`config.mk`:
```
export PLATFORM = sky130hd
export DESIGN_NAME = iob_merge
export DESIGN_NICKNAME = d
export VERILOG_FILES = /design/src/rtl/iob_merge.sv
export SDC_FILE = /design/constraint.sdc
export NUM_CORES = 1
export LEC_CHECK = 0
export CAP_MARGIN = 20
export CORE_AREA = 2 2 123 125
export DETAILED_ROUTE_END_ITERATION = 7
export DIE_AREA = 0 0 125 127
export GPL_TIMING_DRIVEN = 0
export SYNTH_ARGS = -nofsm -noshare
export SYNTH_HDL_FRONTEND = slang
export SYNTH_SLANG_ARGS = --single-unit
```
`constraint.sdc`:
```
create_clock -name clk_i -period 2.41 [get_ports clk_i]
set_input_delay 0.241 -clock clk_i [delete_from_list [all_inputs] [get_ports clk_i]]
set_output_delay 0.241 -clock clk_i [all_outputs]
set_load 0.01 [all_outputs]
```
`src/rtl/iob_merge.sv`:
```
// iob_merge: N-manager to 1-subordinate IOb-native arbiter with read-owner tracking.
// Optional build macro IOB_MERGE_FIXED_PRIO_EN selects fixed lowest-index priority instead of round-robin.
module iob_merge #(
  parameter int DATA_W = 32,
  parameter int ADDR_W = 32,
  parameter int N      = 2
) (
  input  logic                  clk_i,
  input  logic                  cke_i,
  input  logic                  rst_n_i,
  input  logic [N-1:0]          avalid_i,
  input  logic [N*ADDR_W-1:0]   addr_i,
  input  logic [N*DATA_W-1:0]   wdata_i,
  input  logic [N*DATA_W/8-1:0] wstrb_i,
  output logic [N-1:0]          ready_o,
  output logic [N*DATA_W-1:0]   rdata_o,
  output logic [N-1:0]          rvalid_o,
  output logic                  avalid_o,
  output logic [ADDR_W-1:0]     addr_o,
  output logic [DATA_W-1:0]     wdata_o,
  output logic [DATA_W/8-1:0]   wstrb_o,
  input  logic                  ready_i,
  input  logic [DATA_W-1:0]     rdata_i,
  input  logic                  rvalid_i
);
  localparam int NBITS = $clog2(N) + ($clog2(N) == 0);
  localparam int SW    = DATA_W / 8;

  typedef enum logic [1:0] {IDLE, HOLD, RDWAIT} state_t;

  state_t           r_state, w_state_nxt;
  logic [NBITS-1:0] r_owner, w_owner_nxt;
  logic [NBITS-1:0] w_ptr, w_grant, w_sel, w_idx;
  logic             w_any, w_fwd, w_acc, w_rd;
  logic [SW-1:0]    w_wstrb_sel;

  function automatic logic [NBITS-1:0] inc_mod(input logic [NBITS-1:0] v);
    if (int'(v) >= N - 1) return '0;
    return v + 1'b1;
  endfunction

  // Rotating search: first requester at or after the pointer, wrapping to 0.
  always_comb begin
    w_any   = 1'b0;
    w_grant = '0;
    w_idx   = '0;
    for (int i = 0; i < N; i++) begin
      w_idx = NBITS'((int'(w_ptr) + i) % N);
      if (!w_any && avalid_i[w_idx]) begin
        w_any   = 1'b1;
        w_grant = w_idx;
      end
    end
  end

  assign w_sel       = (r_state == HOLD) ? r_owner : w_grant;
  assign w_fwd       = rst_n_i && (((r_state == IDLE) && w_any) ||
                                   ((r_state == HOLD) && avalid_i[r_owner]));
  assign w_acc       = w_fwd && ready_i;
  assign w_wstrb_sel = wstrb_i[int'(w_sel)*SW +: SW];
  assign w_rd        = ~|w_wstrb_sel;

  always_comb begin
    avalid_o = w_fwd;
    addr_o   = '0;
    wdata_o  = '0;
    wstrb_o  = '0;
    ready_o  = '0;
    if (w_fwd) begin
      addr_o         = addr_i[int'(w_sel)*ADDR_W +: ADDR_W];
      wdata_o        = wdata_i[int'(w_sel)*DATA_W +: DATA_W];
      wstrb_o        = w_wstrb_sel;
      ready_o[w_sel] = ready_i;
    end
  end

  always_comb begin
    rvalid_o = '0;
    if (rst_n_i && (r_state == RDWAIT) && rvalid_i) rvalid_o[r_owner] = 1'b1;
  end

  assign rdata_o = {N{rdata_i}};

  always_comb begin
    w_state_nxt = r_state;
    w_owner_nxt = r_owner;
    case (r_state)
      IDLE: if (w_any) begin
        w_owner_nxt = w_grant;
        if (!ready_i)  w_state_nxt = HOLD;
        else if (w_rd) w_state_nxt = RDWAIT;
      end
      // A manager that drops avalid while locked simply releases the lock.
      HOLD: if (!avalid_i[r_owner]) w_state_nxt = IDLE;
            else if (ready_i)       w_state_nxt = w_rd ? RDWAIT : IDLE;
      RDWAIT: if (rvalid_i) w_state_nxt = IDLE;
      default: w_state_nxt = IDLE;
    endcase
  end

  always_ff @(posedge clk_i) begin
    if (!rst_n_i) begin
      r_state <= IDLE;
      r_owner <= '0;
    end else if (cke_i) begin
      r_state <= w_state_nxt;
      r_owner <= w_owner_nxt;
    end
  end

`ifdef IOB_MERGE_FIXED_PRIO_EN
  assign w_ptr = '0;
`else
  logic [NBITS-1:0] r_ptr;
  always_ff @(posedge clk_i) begin
    if (!rst_n_i)            r_ptr <= '0;
    else if (cke_i && w_acc) r_ptr <= inc_mod(w_sel);
  end
  assign w_ptr = r_ptr;
`endif

endmodule

```
# After elaboration in Yosys (flattened, before gate mapping)
# Index checks and enable logic that the tools add are counted.
# W data, S select, Z words.
totals:
  wordCells: 71
  output_inout_bits: 137
  ff_bits: 4
  input_bits: 175
classes:
  eq_ne: 6
  bitwise: 1
  add_sub_neg: 2
  n_mux: 33
  reduce_logical: 16
  magnitude_cmp: 7
  shifts: 3
op_table:
  columns: ["operator", "count"]
  rows:
  - ["$shiftx A64 B7 Y32", 2]
  - ["$mux W32", 2]
  - ["$mux W1", 18]
  - ["$mux W2", 9]
  - ["$logic_and A1 B1 Y1", 10]
  - ["$lt A1 B2 Y1 const B", 4]
  - ["$shiftx A8 B4 Y4", 1]
  - ["$ne A3 B3 Y1 const B", 2]
  - ["$pmux W2 S3", 1]
  - ["$reduce_and A5 Y1", 1]
  - ["$mux W4", 1]
  - ["$ne A2 B2 Y1 const B", 2]
  - ["$reduce_or A4 Y1", 1]
  - ["$ge A1 B1 Y1 const B", 3]
  - ["$reduce_and A3 Y1", 1]
  - ["$add A1 B1 Y1 const B", 2]
  - ["$and A2 B2 Y2", 1]
  - ["$demux W1 S1", 2]
  - ["$eq A2 B1 Y1 const B", 1]
  - ["$eq A2 B2 Y1 const B", 1]
  - ["$logic_not A2 Y1", 1]
  - ["$logic_not A1 Y1", 1]
  - ["$logic_or A1 B1 Y1", 1]

# Depth between registers and ports, before layout
depth:
  ltp_word: 14
  ltp_mapped: 7
  mapped_depth_nobuf: 4

# Worst setup path before layout
# No wires, ideal clock.
synth_timing:
  path_type: "flip-flop to output port"
  from: "reg r_state[0]"
  to: "out ready_o[0]"
  path_slack_ps: 779
  stages_incl_launch_ff: 7
  n_path_buf: 3
  required_ps: 2169
  t_arrival_ps: 1390
  cell_sequence: "dfxtp_1 -> buf_6 -> nor3b_1 -> or3_1 -> buf_2 -> buf_2 -> nor3_2"
synth_between:
  elab_chain_cells: 8
  elab_cells_between_ends: 14
  classes_between: "order compare (2); eq/ne (1); mux (4); bitwise (1); reduce/logical (6)"
synth_lines:
  columns: ["element", "line_no", "rtl"]
  rows:
  - ["start: declaration", "31", "state_t r_state, w_state_nxt;"]
  - ["start signal: assignment", "106", "r_state <= w_state_nxt;"]
  - ["$eq A2 B1 Y1", "56, 58", null]
  - ["$mux W1", "56", "assign w_sel = (r_state == HOLD) ? r_owner : w_grant;"]
  - ["$lt A1 B2 Y1 (implied by the code) or $ge A1 B1 Y1 (tied branches)", "73", "ready_o[w_sel] = ready_i;"]
  - ["$logic_and A1 B1 Y1 (implied by the code)", "73", null]
  - ["$mux W1 (implied by the code)", "73", null]
  - ["$demux W1 S1", "73", null]
  - ["$and A2 B2 Y2 (no source line)", null, null]
  - ["$mux W2 (*)", "69", "if (w_fwd) begin"]
  - ["end: declaration", "15", "output logic [N-1:0] ready_o,"]
# Mark *: on every way between the ends. The rest lies on a longest branch, timed or not.

# Final worst setup path
layout_timing:
  from: "reg r_state[0]"
  to: "out avalid_o"
layout_between:
  elab_chain_cells: 4
  elab_cells_between_ends: 6
  classes_between: "eq/ne (1); reduce/logical (5)"
layout_lines:
  columns: ["element", "line_no", "rtl"]
  rows:
  - ["$eq A2 B1 Y1 or $logic_not A2 Y1 (tied branches)", "58, 57", null]
  - ["$logic_and A1 B1 Y1, on equally long branches", "58, 57", null]
  - ["$logic_or A1 B1 Y1 (*)", "57", "assign w_fwd = rst_n_i && (((r_state == IDLE) && w_any) ||"]
  - ["$logic_and A1 B1 Y1 (*)", "57", null]
  - ["end: declaration", "18", "output logic avalid_o,"]
# Marked as above.

==> key figures <==
Synthesis
  – Syn avg cell area: approximately 5.4 um^2
  – Async S/R FF share, synth: 0%
  – Primary FF master, synth: dfxtp_1
  – Most frequent cell after synthesis: nand2_1
  – Post-synthesis sequential area ratio: under 10%
  – Syn_nets: 510
  – Post-synth top area share: between 20 and 30%
  – Synth area leaders: nand2_1 29%, buf_4 27%, a21oi_1 19%
  – Yosys reg bits: 4
  – Synth unique cells: 28
  – Yosys warns: 0
  – Leading area contributor after synthesis: nand2_1
  – Mapped Cells: between 300 and 400
  – Synthesized cell area: roughly 1800 um^2
  – Number of synthesized flops with an enable pin: 0
  – Top cells by count, synth: 139 x nand2_1, 69 x a21oi_1, 65 x buf_4

Worst setup path
  – CP cell instances: buf_6 > nor3b_1 > or3_1 > buf_4 > buf_4 > inv_2 > clkdlybuf4s50_1
  – Setup crit start kind: register
  – Most frequent cell on the critical path: buf_4
  – Crit end category: output port
  – Setup CP Type: reg2out
  – R2R depth: 7
  – Worst Path Required: roughly 2.2 ns
  – Worst path arrival time: roughly 2.1 ns
  – Worst-path fanout max: 10
  – Family with the most delay on the worst path: buffers and inverters
  – Peak per-stage delay on the critical path: between 0.5 and 0.6 ns
  – Crit Reg-Reg Startpoint: r_owner
  – R2R setup slack: 0.98 ns
  – CP Launch Point: r_state[0]
  – Worst-path cell with the longest stage delay: clkdlybuf4s50_1
  – WP depth: 7
  – CP bufs+invs: 5

Clocking
  – Total CTS buffers: 3
  – Worst-Skew Late Latency: around 0.23 ns
  – Reg clk slew, reported paths: about 0.030 ns
  – Clock tree buffer depth: 2
  – Root buffer cell: clkbuf_16
  – Sink Count: 4
  – CTS Hold Bufs: 0
  – CTS tree: yes
  – H-Tree Depth: 1

Placed design
  – Port buffer count: between 200 and 300
  – Routability Congestion: about 0.74
  – Hpwl dp: just over 9000 um
  – Place WS: -0.817 ns

Power and ir drop
  – Worst vdd ir: roughly 0.00015 V
  – Pwr dens: about 250 nW/um^2
  – Leakage: about 2.3 nW

STA
  – FMAX: roughly 430 MHz
  – Final Hold Fails: 0
  – Fin crit period: about 2.3 ns
  – Pin slew with the least headroom to its limit: between 0.3 and 0.4 ns
  – Slew HR: 78.0%
  – Final setup vio count: 0
  – Clock skew: 0.00165 ns
  – RSZ-0062 raised after global routing: false
  – Pins Over Slew Limit: 0
  – Fin worst setup slack: 0.0864 ns
  – Final worst path period share: between 90% and 100%

Global routing
  – Initial antenna violation count: 0
  – Pin count of the biggest net entering global routing: 11
  – First-pass GRT wire length: about 16000 um
  – Total track usage: roughly an eighth
  – Grt ovf: 0
  – Vias in the first global route: approximately 3k

Final layout
  – Final core occ: 34.4%
  – Area grow syn2layout: 174%
  – Final #Nets: 796
  – # diodes: 0
  – Filler Cell Count: around 1.6k
  – Ratio of cells with drive above 1 in the final layout: 16.6%

Outcome
  – Outcome: completed

Routing
  – Vias per cell: 3.90
  – Pre-antenna DRT Iters: 4
  – Avg WL per Cell: ~14 um
  – WL final: between 10000 and 15000 um
  – DR vias: about 3.1k
  – DRC violations left: 0
  – Routed Antenna Nets: 0
  – Initial drt markers: between 70 and 80

Hold path
  – Min-Delay Startpoint: r_ptr
  – Hold Path Cell Cnt: 2
  – Min-Delay Path Class: reg2reg

Floorplan
  – Std cell rows: 44
  – IO Count: around 310
  – Initial Utilization: around an eighth
  – DIE AREA: between 15000 and 20000 um^2
  – Core Area: 14400 um^2
  – Die H: ~130 um
  – Chip width: approximately 130 um

Flow run
  – Max_cap viols: 0
[cell usage in the layout, fill, tap and decap left out, types with 2 or more instances in the layout]
cell	instances
nand3_1	4
nor4_1	2
nand2b_1	2
nand2_1	139
buf_12	2
dlymetal6s2s_1	2
a21oi_2	3
a21oi_1	66
buf_2	4
nor3b_1	2
inv_1	3
dlygate4sd2_1	70
dfxtp_1	3
clkbuf_16	3
mux2i_1	2
buf_4	77
buf_6	8
nor2_1	4
clkdlybuf4s50_1	207
[timing repair]
action,in CTS,in global routing
hold endpoints to repair,0,0
pin swaps,1,0
setup endpoints to repair,71,2
resized for setup,103,3
setup buffers,2,0
[state kept, by name (all words and copies together), names as in the netlist]
name	count
r_state	2
r_owner	1
r_ptr	1
[cell families (layout without fill, tap and decap cells)]
kind of cell,after synthesis,count (layout),share of synthesized area (%)
AO/OA/AOI/OAI,77,77,23.8
buffers and inverters,93,377,34.8
multiplexers,2,2,1.11
AND/OR/NAND/NOR,159,159,35.9
flip-flops,4,4,4.43
[worst min-delay path, stage by stage, from the launching register on]
cell     delay, ns
dfxtp_1       0.33
mux2i_1       0.07
nor2_1        0.07
[report_power, final]
| group | internal [mW] | leakage (nW) | switching (mW) |
|---|---|---|---|
| Combinational | 0.553 | 2.28 | 0.372 |
| Clock | 0.212 | 0.0370 | 0.0513 |
| Sequential | 0.0697 | 0.0331 | 0.00128 |
[metrics by stage]
stage | power [mW] | area [um^2] | instances | TNS (ns) | hold slack (ns)
floorplan | 0.439 | 1810 | 335 | 0 | 0.346
global placement | 1.03 | 4830 | 798 | -38.13 | 0.496
detailed placement | 1.03 | 4830 | 798 | -38.80 | 0.493
CTS | 1.28 | 4950 | 803 | -0.000386 | 0.502
global route | 1.35 | 4960 | 803 | 0 | 0.542
finish | 1.26 | 4960 | 803 | 0 | 0.502
[final cells by class]
class / count / area, um^2 / share of cell area [%]
plain buffers: 89 / 697 / 14.1
clock buffers: 3 / 75.1 / 1.51
inverters: 4 / 15.0 / 0.303
multi-input cells: 238 / 1120 / 22.6
flip-flops and latches: 4 / 81.3 / 1.64
well taps: 184 / 230 / 4.64
repair buffers: 281 / 2740 / 55.3
[routing by layer]
layer | up-vias | wire length [um] | global-route usage [%]
li1 | 1590 | - | -
met1 | 1342 | 4440 | 15.5
met2 | 190 | 5730 | 23.9
met3 | 10 | 955 | 2.35
met4 | 0 | 123 | 2.22
met5 | - | 0 | 0
[path summary, 6_finish.rpt]
kind,end
setup / recovery,avalid_o
hold / removal,r_ptr
setup reg to reg,r_state[1]
hold reg to reg,r_ptr
(Power assumes the default switching activity.)
